[config.mk]
export PLATFORM = sky130hd
export DESIGN_NAME = dp5_fire_sequencer
export DESIGN_NICKNAME = d
export VERILOG_FILES = /design/src/rtl/dp5_fire_sequencer.sv
export SDC_FILE = /design/constraint.sdc
export NUM_CORES = 1
export LEC_CHECK = 0
export ABC_AREA = 1
export CAP_MARGIN = 20
export CORE_MARGIN = 5
export CORE_UTILIZATION = 62
export DETAILED_ROUTE_END_ITERATION = 10
export GPL_TIMING_DRIVEN = 1
export PLACE_DENSITY = 0.83
export SYNTH_ARGS = -nofsm -noshare
export SYNTH_HDL_FRONTEND = slang
export SYNTH_SLANG_ARGS = --single-unit
[constraint.sdc]
create_clock -name clk -period 6.9 [get_ports clk]
set_input_delay 0.69 -clock clk [delete_from_list [all_inputs] [get_ports clk]]
set_output_delay 0.69 -clock clk [all_outputs]
set_load 0.03 [all_outputs]
[src/rtl/dp5_fire_sequencer.sv]
`default_nettype none
// ============================================================================
// dp5_fire_sequencer : round-robin Petri-net fire sequencer for 5 dining
// philosophers. Optional macro DP5_MULTI_FIRE_EN fires a conflict-free set.
// Revision: 1.0
// ============================================================================
module dp5_fire_sequencer #(
    parameter int STARVE_LIMIT = 15,
    parameter int CNT_W        = 8
) (
    input  logic       clk,
    input  logic       reset,
    input  logic [9:0] req,
    output logic       t0,
    output logic       t1,
    output logic       t2,
    output logic       t3,
    output logic       t4,
    output logic       t5,
    output logic       t6,
    output logic       t7,
    output logic       t8,
    output logic       t9,
    output logic [4:0] think,
    output logic [4:0] eat,
    output logic [4:0] fork_free,
    output logic [9:0] enabled,
    output logic [4:0] starve,
    output logic       illegal
);
    logic [4:0]       r_think;
    logic [4:0]       r_eat;
    logic [4:0]       r_fork;
    logic [9:0]       r_t;
    logic [3:0]       r_ptr;
    logic [4:0]       r_starve;
    logic             r_illegal;
    logic [CNT_W-1:0] r_cnt [5];

    logic [9:0]       w_en;
    logic [9:0]       w_cand;
    logic [9:0]       w_grant;
    logic             w_any;
    logic [3:0]       w_last;
    logic [3:0]       w_ptr_next;
    logic [4:0]       w_think_next;
    logic [4:0]       w_eat_next;
    logic [4:0]       w_fork_next;
    logic [CNT_W-1:0] w_cnt_next [5];
    logic [4:0]       w_starve_next;

    // Even transitions are takes, odd transitions are releases.
    always_comb begin
        w_en = '0;
        for (int i = 0; i < 5; i++) begin
            w_en[2*i]   = r_think[i] & r_fork[i] & r_fork[(i+1)%5];
            w_en[2*i+1] = r_eat[i];
        end
    end

    assign w_cand = req & w_en;

    always_comb begin
        int idx;
        int p;
        int rr;
`ifdef DP5_MULTI_FIRE_EN
        logic [4:0] think_av;
        logic [4:0] eat_av;
        logic [4:0] fork_av;
        think_av = r_think;
        eat_av   = r_eat;
        fork_av  = r_fork;
`endif
        w_grant = '0;
        w_any   = 1'b0;
        w_last  = r_ptr;
        for (int off = 0; off < 10; off++) begin
            idx = (int'(r_ptr) + off) % 10;
            p   = idx / 2;
            rr  = (p + 1) % 5;
`ifdef DP5_MULTI_FIRE_EN
            // Tokens consumed by an earlier grant in this scan block later ones.
            if (w_cand[idx]) begin
                if (idx % 2 == 0) begin
                    if (think_av[p] && fork_av[p] && fork_av[rr]) begin
                        w_grant[idx] = 1'b1;
                        think_av[p]  = 1'b0;
                        fork_av[p]   = 1'b0;
                        fork_av[rr]  = 1'b0;
                        w_any        = 1'b1;
                        w_last       = 4'(idx);
                    end
                end else if (eat_av[p]) begin
                    w_grant[idx] = 1'b1;
                    eat_av[p]    = 1'b0;
                    w_any        = 1'b1;
                    w_last       = 4'(idx);
                end
            end
`else
            if (w_cand[idx] && !w_any) begin
                w_grant[idx] = 1'b1;
                w_any        = 1'b1;
                w_last       = 4'(idx);
            end
`endif
        end
    end

    assign w_ptr_next = !w_any ? r_ptr : ((w_last == 4'd9) ? 4'd0 : w_last + 4'd1);

    always_comb begin
        w_think_next = r_think;
        w_eat_next   = r_eat;
        w_fork_next  = r_fork;
        for (int i = 0; i < 5; i++) begin
            if (w_grant[2*i+1]) begin
                w_eat_next[i]         = 1'b0;
                w_think_next[i]       = 1'b1;
                w_fork_next[i]        = 1'b1;
                w_fork_next[(i+1)%5]  = 1'b1;
            end
            if (w_grant[2*i]) begin
                w_think_next[i]       = 1'b0;
                w_eat_next[i]         = 1'b1;
                w_fork_next[i]        = 1'b0;
                w_fork_next[(i+1)%5]  = 1'b0;
            end
        end
    end

    always_comb begin
        for (int i = 0; i < 5; i++) begin
            if (!req[2*i] || w_grant[2*i])
                w_cnt_next[i] = '0;
            else if (r_cnt[i] == '1)
                w_cnt_next[i] = r_cnt[i];
            else
                w_cnt_next[i] = r_cnt[i] + 1'b1;
            w_starve_next[i] = (w_cnt_next[i] >= CNT_W'(STARVE_LIMIT));
        end
    end

    always_ff @(posedge clk) begin
        if (reset) begin
            r_think   <= 5'h1F;
            r_eat     <= 5'h00;
            r_fork    <= 5'h1F;
            r_t       <= '0;
            r_ptr     <= '0;
            r_starve  <= '0;
            r_illegal <= 1'b0;
            for (int i = 0; i < 5; i++) r_cnt[i] <= '0;
        end else begin
            r_think   <= w_think_next;
            r_eat     <= w_eat_next;
            r_fork    <= w_fork_next;
            r_t       <= w_grant;
            r_ptr     <= w_ptr_next;
            r_starve  <= w_starve_next;
            r_illegal <= r_illegal | (|(req & ~w_en));
            for (int i = 0; i < 5; i++) r_cnt[i] <= w_cnt_next[i];
        end
    end

    assign {t9, t8, t7, t6, t5, t4, t3, t2, t1, t0} = r_t;
    assign think     = r_think;
    assign eat       = r_eat;
    assign fork_free = r_fork;
    assign enabled   = w_en;
    assign starve    = r_starve;
    assign illegal   = r_illegal;

    a_think_xor_eat: assert property (@(posedge clk) disable iff (reset)
        (r_think ^ r_eat) == 5'h1F);
    a_no_adjacent_eat: assert property (@(posedge clk) disable iff (reset)
        (r_eat & {r_eat[0], r_eat[4:1]}) == 5'h00);
`ifdef DP5_MULTI_FIRE_EN
    logic [4:0] w_take;
    assign w_take = {r_t[8], r_t[6], r_t[4], r_t[2], r_t[0]};
    a_no_shared_fork: assert property (@(posedge clk) disable iff (reset)
        (w_take & {w_take[0], w_take[4:1]}) == 5'h00);
`else
    a_onehot_fire: assert property (@(posedge clk) disable iff (reset)
        $onehot0(r_t));
`endif

endmodule
`default_nettype wire

# Yosys cells after proc, flatten, opt, wreduce, memory -nomap -nowiden

Memories as Yosys holds them, arrays and structs flattened.
Cells that the tools add are included.

Memory bits (writable): 40
Bits of input ports: 12
Register bits: 35
Output and inout bits: 41
Logic and storage cells: 284
Memories kept: 1

Memories:

| memory | depth | width | rd ports | clocked after Yosys merged registers in | write ports | RTL line | text |
|---|---|---|---|---|---|---|---|
| r_cnt  | 5     | 8     | 5        | 0                                       | 5           | 38       | `logic [CNT_W-1:0] r_cnt [5];` |

Reduce and logical (&&, ||, !) cells: 49
Equality and inequality tests: 6
Bitwise gates (word level): 28
Mux-type cells: 131
Add/sub/neg operators: 15
Divide/modulo/power cells: 10
$lt $le $gt $ge: 25

Operators with widths:

| kind                    | number |
|---|---|
| $ge A32 B1 Y1 const B   | 10 |
| $lt A32 B6 Y1 const B   | 10 |
| $mod A32 B5 Y32 const B | 9 |
| $mux W8                 | 15 |
| $mux W10                | 10 |
| $or A10 B10 Y10         | 9 |
| $mux W1                 | 67 |
| $mux W4                 | 11 |
| $add A8 B1 Y8 const B   | 5 |
| $bmux W1 S4             | 10 |
| $demux W1 S4            | 10 |
| $eq A8 B8 Y1 const B    | 5 |
| $ge A8 B4 Y1 const B    | 5 |
| $mod A5 B5 Y32 const B  | 1 |
| $add A4 B3 Y5 const B   | 4 |
| $and A10 B10 Y10        | 2 |
| $reduce_bool A4 Y1      | 5 |
| $logic_and A1 B1 Y1     | 19 |
| $mux W2                 | 8 |
| $logic_not A1 Y1        | 14 |
| $add A4 B2 Y5 const B   | 2 |
| $add A4 B4 Y5 const B   | 2 |
| $and A1 B1 Y1           | 10 |
| $not A10 Y10            | 1 |
| other kinds (7)         | 20 |

# Longest topological paths before layout

Depth in word-level cells: 44
Depth in mapped cells: 42

# Least setup slack after synthesis

Ideal clock, no wire load.

Path kind: reg2reg
Start: register r_ptr[0]
End: register r_ptr[1]
Arrival time: 4.834 ns
Setup time: 0.130 ns
Slack: 1.935 ns
Buffers on the path: 7
Clock period less this slack: 4.965 ns
Cell stages (with the launch flop): 36
Data required time: 6.770 ns
Path through: dfxtp_1 buf_4 inv_2 clkbuf_1 clkbuf_1 clkbuf_1 buf_1 ha_1 clkbuf_1 inv_2 ha_1 xnor2_1 inv_1 nand2_1 nand2_2 nor2_4 nand2_1 nand3_2 nand2_4 nor2_8 nand3_1 nor2_1 nand2_1 nor2_4 nand3_2 buf_6 nand2_1 inv_2 nand2_2 nand2_4 inv_2 nand2_1 nand2_1 nand2_1 nand2_1 a21oi_2

Longest elaborated chain between the ends: 34

RTL lines:

| item                                                     | RTL line | text |
|---|---|---|
| start: declaration                                       | 35       | `logic [3:0] r_ptr;` |
| start signal: assignment                                 | 160      | `r_ptr <= w_ptr_next;` |
| branches (longest 34 deep; another with $mod A32 B5 Y32) | n/a      |  |

Several ways; the timed one is not identified. The select of a mux whose other input is x is not followed.
A chain may end at the register's enable or synchronous reset.

# Worst setup path after layout

Start: register r_ptr[1]
End: register r_starve[1] (netlist: starve[1])

Longest elaborated chain between the ends: 35

RTL lines:

| item                                                     | RTL line | text |
|---|---|---|
| branches (longest 31 deep; another with $mod A32 B5 Y32) | n/a      |  |
| $mux W10 *                                               | 102      | `if (w_cand[idx] && !w_any) begin` |
| $logic_or A1 B1 Y1 *                                     | 135      | `if (!req[2*i] \|\| w_grant[2*i])` |
| $mux W8 *                                                | 135      |  |
| $ge A8 B4 Y1 *                                           | 141      | `w_starve_next[i] = (w_cnt_next[i] >= CNT_W'(STARVE_LIMIT));` |
| end signal: assignment                                   | 161      | `r_starve <= w_starve_next;` |
| end: declaration                                         | 36       | `logic [4:0] r_starve;` |

Every way passes the cells marked *. The select of a mux whose other input is x is not followed.

==> metrics.md <==
| Metric | Value |
|---|---|
| Tcrit/Tclk final | `roughly 83%` |
| # DRC | `0` |
| CTS tree | `built` |
| Crit Path Category | `flop to flop` |
| First-pass GRT wire length | `44.1 mm` |
| Max frequency | `0.176 GHz` |
| CP max FO | `24` |
| Pin count of the biggest net entering global routing | `40` |
| Worst relative slew slack | `about a third` |
| Later-pin clock latency in the skew report | `between 0.3 and 0.4 ns` |
| Slew Limit Fails | `0` |
| Biggest cell delay along the critical path | `~0.60 ns` |
| Initial antenna violation count | `0` |
| DRT iter0 DRCs | `984` |
| PostCTS Resize Cnt | `0` |
| Cell variety after synth | `67` |
| Vias/cell | `between 5 and 6` |
| Root Buffer Master | `clkbuf_16` |
| Crit path capture | `starve[1]` |
| Slowest cell on crit path | `inv_1` |
| Post-synth ARST share | `0%` |
| Buffers & Inverters on Critical Path | `4` |
| Gpl congestion | `roughly 1.0` |
| Max-cap violations | `0` |
| Vias in the first global route | `about 9300` |
| Final-report hold violation count | `0` |
| Postcts setup bufs | `0` |
| Gr ovfl total | `0` |
| P&R area growth vs syn | `11.0%` |
| FILL cells | `between 1000 and 1500` |
| H-tree Lvls | `3` |
| Clock sink total | `between 70 and 80` |
| RSZ-0062 raised after global routing | `no` |
| Number of diodes | `0` |
| Required @ worst endpoint | `7.13 ns` |
| Hold Buf Count CTS | `0` |
| Routed len/inst | `15.0 um` |
| Setup Skew | `0.00793 ns` |
| Status | `finished clean` |
| Routed Antenna Nets | `0` |
| Setup TNS | `0 ns` |
| R2r setup slk | `about 1.2 ns` |
| Critical Path Start Type | `flop` |
| CP most frequent cell | `nand2_1` |
| Die Y | `around 130 um` |
| Syn_nets | `1618` |
| Register Area | `approximately 1500 um2` |
| Die area | `between 15000 and 20000 um2` |
| FF+latch count, synth | `between 70 and 80` |
| Detail Placement HPWL | `approximately 21 mm` |
| Syn Inst Count | `between 1500 and 2000` |
| Tmin final | `5.69 ns` |
| TritonCTS Buffers | `9` |
| Cell family with most CP delay | `simple AND/OR/NAND/NOR gates` |
| Routed WL | `between 20 and 30 mm` |
| Critical Path Stages | `28` |
| Hold/Removal Path Class | `flop to flop` |
| Sequential fraction of the synthesis area | `between 10% and 20%` |
| Ys Warns | `0` |
| Num ports | `53` |
| Share of cells above drive strength 1 | `approximately 11%` |
| Post-synth EDFFs | `0` |
| Cell Area, Synth | `9010 um2` |
| Footprint of the multi-input gates | `6380 um2` |
| Mapped Avg Cell Area | `between 5 and 6 um2` |
| Ys flop type | `dfxtp_1` |
| DRT Pass-1 Iters | `7` |
| Arrival @ worst endpoint | `just under 6 ns` |
| Commonest non-fill, non-tap cell in the layout | `nand2_1` |
| Worst R2R Start | `r_ptr[1]` |
| Crit path from | `r_ptr[1]` |
| Row count | `44` |
| Global Route Usage Sum | `a little under a third` |
| Initial Util | `a little over three fifths` |
| Core area | `14400 um2` |
| Final #Nets | `approximately 1700` |
| R2r endpoint | `starve[1]` |
| Worst reg2reg path depth | `28` |
| CTS max path bufs | `2` |
| Final setup fails | `0` |
| Horiz. Die Dim | `~130 um` |
| I/O Buffers | `52` |
| Vias | `10100` |
| Worst slew pin tran | `just over 1 ns` |
| CTS clk-pin slew, worst paths | `0.06 ns` |
| Crit. End Element | `flop` |
| Most frequent cells in the layout | `402 x nand2_1, 205 x inv_1, 195 x nor2_1, 142 x nand3_1, 75 x dfxtp_1` |
worst min-delay path by stage:
stage                             from      endpoint  slack [ns]  depth (start not counted)
after detailed placement      think[3]      think[3]        0.47                          2
after floorplan           r_cnt[0][27]  r_cnt[0][27]        0.47                          2
after global placement         illegal       illegal        0.46                          2
final                          illegal       illegal        0.48                          2
after CTS                      illegal       illegal        0.48                          2
after global routing           illegal       illegal        0.51                          2
layout make-up:
| type | count | share of cell area, % |
|---|---|---|
| Inverter | 255 | 9.73 |
| Multi-Input combinational cell | 1197 | 63.7 |
| Timing Repair Buffer | 60 | 5.80 |
| Clock inverter | 6 | 1.13 |
| Sequential cell | 75 | 15.0 |
| Clock buffer | 10 | 2.29 |
| Tap cell | 184 | 2.30 |
cell families (layout without fill, tap and decap cells):
group / after synthesis / in the layout / share of synthesized area (%)
simple gates: 921 / 921 / 47.0
fa+ha+maj: 50 / 50 / 6.94
buf+inv: 284 / 331 / 12.6
compound gates: 196 / 196 / 13.7
xor+xnor: 28 / 28 / 2.97
flops: 75 / 75 / 16.7
mux: 2 / 2 / 0.222
through the flow:
stage,setup WS (ns),instance area (um2),hold slack (ns),utilization [%],std cells
4_1_cts,1.42,10000,0.485,69.4,1787
2_1_floorplan,1.94,9010,0.472,-,1556
3_3_place_gp,1.62,9660,0.462,67.0,1771
5_1_grt,0.773,10000,0.506,69.4,1787
6_report,1.21,10000,0.481,69.4,1787
3_5_place_dp,1.47,9660,0.471,67.0,1771
routing by layer:
layer,part of all wire [%],vias to the layer above,global-route usage (%)
li1,-,5122,-
met1,43,4542,43.1
met2,46,414,52.9
met3,8.3,56,4.15
met4,2.4,0,7.99
met5,0,-,0
state kept, by name (all words and copies together), names as in the netlist:
| signal | count |
|---|---|
| think | 5 |
| fork_free | 5 |
| starve | 5 |
| r_cnt | 40 |
| r_t | 10 |
| r_ptr | 4 |
| illegal | 1 |
| eat | 5 |
worst register-to-register path, delay by kind of cell (launching register included):
kind / cells / cell delay, ns
AO/OA/AOI/OAI: 3 / 0.58
XOR/XNOR: 1 / 0.31
adder cells (fa/ha/maj): 2 / 0.64
buffers and inverters: 4 / 1.20
flip-flops: 1 / 0.29
AND/OR/NAND/NOR: 18 / 2.57
Yosys cell counts, types with 4 or more instances:
| cell | n | area (um2) |
|---|---|---|
| nand2_1 | 402 | 1510 |
| inv_1 | 205 | 769 |
| nor2_1 | 195 | 732 |
| nand3_1 | 142 | 711 |
| dfxtp_1 | 75 | 1500 |
| o21ai_0 | 54 | 270 |
| ha_1 | 50 | 626 |
| inv_2 | 45 | 169 |
| a21oi_1 | 40 | 200 |
| nand4_1 | 38 | 238 |
| nor3_1 | 36 | 180 |
| nand2_2 | 35 | 219 |
| o21ai_1 | 23 | 115 |
| xor2_1 | 17 | 149 |
| nor2_2 | 15 | 93.8 |
| clkbuf_1 | 13 | 48.8 |
| o21ai_2 | 13 | 114 |
| a31oi_1 | 12 | 75.1 |
| nand3_2 | 11 | 110 |
| o31ai_1 | 9 | 67.6 |
| xnor2_1 | 8 | 70.1 |
| buf_4 | 7 | 52.6 |
| nor4_1 | 7 | 43.8 |
| a211oi_1 | 6 | 45.0 |
| nand2_4 | 6 | 67.6 |
| nor2_4 | 6 | 67.6 |
| o211ai_1 | 6 | 45.0 |
| nand3b_1 | 5 | 37.5 |
| o2111ai_1 | 5 | 43.8 |
| o22ai_1 | 5 | 31.3 |
| a21oi_2 | 4 | 35.0 |
| nor3b_1 | 4 | 30.0 |
Power is left out: the tool's default activity adds up to more than one toggle a clock period on the data nets, which glitch-free logic cannot reach.
==> RTL change, RTL diff (config.mk and constraints unchanged) <==
The parameter `CNT_W` goes from 8 to 6.
--- a/src/rtl/dp5_fire_sequencer.sv
+++ b/src/rtl/dp5_fire_sequencer.sv
@@ -6,7 +6,7 @@
 // ============================================================================
 module dp5_fire_sequencer #(
     parameter int STARVE_LIMIT = 15,
-    parameter int CNT_W        = 8
+    parameter int CNT_W        = 6
 ) (
     input  logic       clk,
     input  logic       reset,
Check against the original RTL: not settled (the Yosys comparison gave no result); the edit may change what the design does.
==> RTL change against the unedited design <==
  * Design area decreased by 11%
  * Hold slack got worse by 0.76 ps
  * Wire length is 8.8% lower
  * Worst setup slack gained 270 ps
  * Sequential cell count down 10
  * Die area is 10% lower
  * Utilization up 1.4 points
  * Area after synthesis decreased by 11%
Power is left out: the tool's default activity adds up to more than one toggle a clock period on the data nets, which glitch-free logic cannot reach.
==> RTL change: results (changes against the unedited design) <==
- GR Layer Usage met3: 7.32% (+3.2 points)
* Final estimated routing congestion in global placement: 1.04 (+1.3%)
- Initial antenna violation count: 0 (unchanged)
- Crit path max-delay cell type: inv_1
* Post-synthesis sequential area ratio: 16.3% (-0.37 points)
* CTS Buf Count: 9 (unchanged)
* Mapped Nets: 1437 (-11%)
- The ratio of routed vias to standard cells is 5.72 (+0.82%).
- The largest registers in the layout are r_cnt x30, r_t x10.
* Met1 usage in global routing: 44.3% (+1.1 points)
- Delay of the slowest cell on the worst path: 550 ps (-50 ps)
- Longest Clk Path Bufs: 2 (unchanged)
- Number of filler cells placed in the layout: 1173 (-11%)
* Cell types occupying the most area after synthesis: nand2_1 17%, dfxtp_1 16%, inv_1 8.6%, nor2_1 8.0%, ha_1 7.7%
- The number of setup buffers added after CTS came to 0 (unchanged).
* Antenna fix cells: 0 (unchanged)
* Critical path peak fanout: 21 (-13%)
- Crit path DAT: 5630 ps (-290 ps)
- FFs w/ async S/R, synth: 0% (unchanged)
* Worst Setup Path Type: flip-flop to flip-flop
- Number of buffers inserted by port buffering: 52 (unchanged)
- Insertion delay to the later sink of the worst-skew pair: 320 ps (-20 ps)
- The post-cts gate resize count is 0 (unchanged).
- The global routing usage summed across all routing layers is 32.3% (+0.69 points).
* Met2 Use GR: 51.1% (-1.8 points)
* Gate family responsible for the most delay along the worst path: simple AND/OR/NAND/NOR gates
- Worst slew pin tran: 1000 ps (-6.16 ps)
* Count of warnings emitted by yosys: 0 (unchanged)
- Initial DRC count: 828 (-16%)
- The number of global-route vias before repair was 8264 (-11%).
* Share of post-route cells with drive strength above 1: 8.80% (-2.6 points)
* Kind of path behind the tightest hold check: flip-flop to flip-flop
* Count of maximum capacitance violations: 0 (unchanged)
* Result of the run: finished, final reports clean
- Wire per inst: 15.4 um (+2.3%)
- CTS root buffer: clkbuf_16
- Nets: 1478 (-11%)
* First-pass detailed-route iteration total: 6 (-1)
- In the synthesized netlist the dominant register cell turns out to be dfxtp_1.
- Placement-stage worst setup slack: 1640 ps (+176 ps)
* Final HPWL DP: 19500 um (-8.0%)
* Most frequent cells after synthesis: 369 x nand2_1, 184 x inv_1, 171 x nor2_1
- The placement-stage cell area came to 8620 um2 (-11%).
- After clock tree synthesis, the clock-pin slew on the worst setup and hold paths is around 50 ps.
- Global-route wire length before repair: 39600 um (-10%)
- Number of distinct library cells after synthesis: 61 (-9.0%)
- Clock Skew: 5.97 ps (-1.96 ps)
* Maximum number of pins on one net before global-route repair: 44 (+10%)
* H-Tree Level Count: 3 (unchanged)
-- RTL change: worst paths after layout --
| kind | startpoint | endpoint | slack (ps) | cells past startpoint |
|---|---|---|---|---|
| worst min-delay path | think[2]$_SDFFE_PP1P_ | think[2]$_SDFFE_PP1P_ | 480 | 2 |
| worst min register to register | think[2]$_SDFFE_PP1P_ | think[2]$_SDFFE_PP1P_ | 480 | 2 |
| worst max-delay path | r_ptr[1]$_SDFFE_PP0P_ | starve[1]$_SDFF_PP0_ | 1470 | 25 |
| worst max register to register | r_ptr[1]$_SDFFE_PP0P_ | starve[1]$_SDFF_PP0_ | 1470 | 25 |
-- RTL change: through the flow --
step | instances | utilization, %
6_report | 1593 | 70.8
5_1_grt | 1593 | 70.8
4_1_cts | 1593 | 70.8
3_5_place_dp | 1578 | 68.3
3_3_place_gp | 1578 | 68.3
2_1_floorplan | 1376 | -
-- RTL change: cell families (layout without fill, tap and decap cells) --
| logic type | after synthesis | count (layout) | synth area share, % |
|---|---|---|---|
| buffers and inverters | 235 | 280 | 11.7 |
| AOI/OAI and AO/OA | 185 | 185 | 13.9 |
| muxes | 4 | 4 | 0.501 |
| xor gates and xnor gates | 28 | 28 | 3.44 |
| and+or+nand+nor | 810 | 810 | 46.5 |
| DFF | 65 | 65 | 16.3 |
| adders and majority gates | 49 | 49 | 7.67 |
-- RTL change: layout make-up --
| type | count | area share (%) |
|---|---|---|
| clock buffers | 13 | 3.14 |
| clock inverters | 2 | 0.392 |
| inverters | 207 | 8.75 |
| multi-input cells | 1076 | 64.4 |
| flip-flops and latches | 65 | 14.6 |
| well taps | 172 | 2.41 |
| repair buffers | 58 | 6.33 |
-- RTL change: worst min-delay path, stage by stage (launching register included) --
cell and delay (ps):
dfxtp_1 340, a21boi_1 70, inv_1 40
-- RTL change: layer usage --
| metal | up-vias | part of all wire (%) | wire length, um |
|---|---|---|---|
| met5 | - | 0 | 0 |
| met4 | 0 | 2.3 | 574 |
| met3 | 30 | 10 | 2540 |
| met2 | 397 | 44 | 10800 |
| met1 | 4118 | 43 | 10600 |
| li1 | 4563 | - | - |
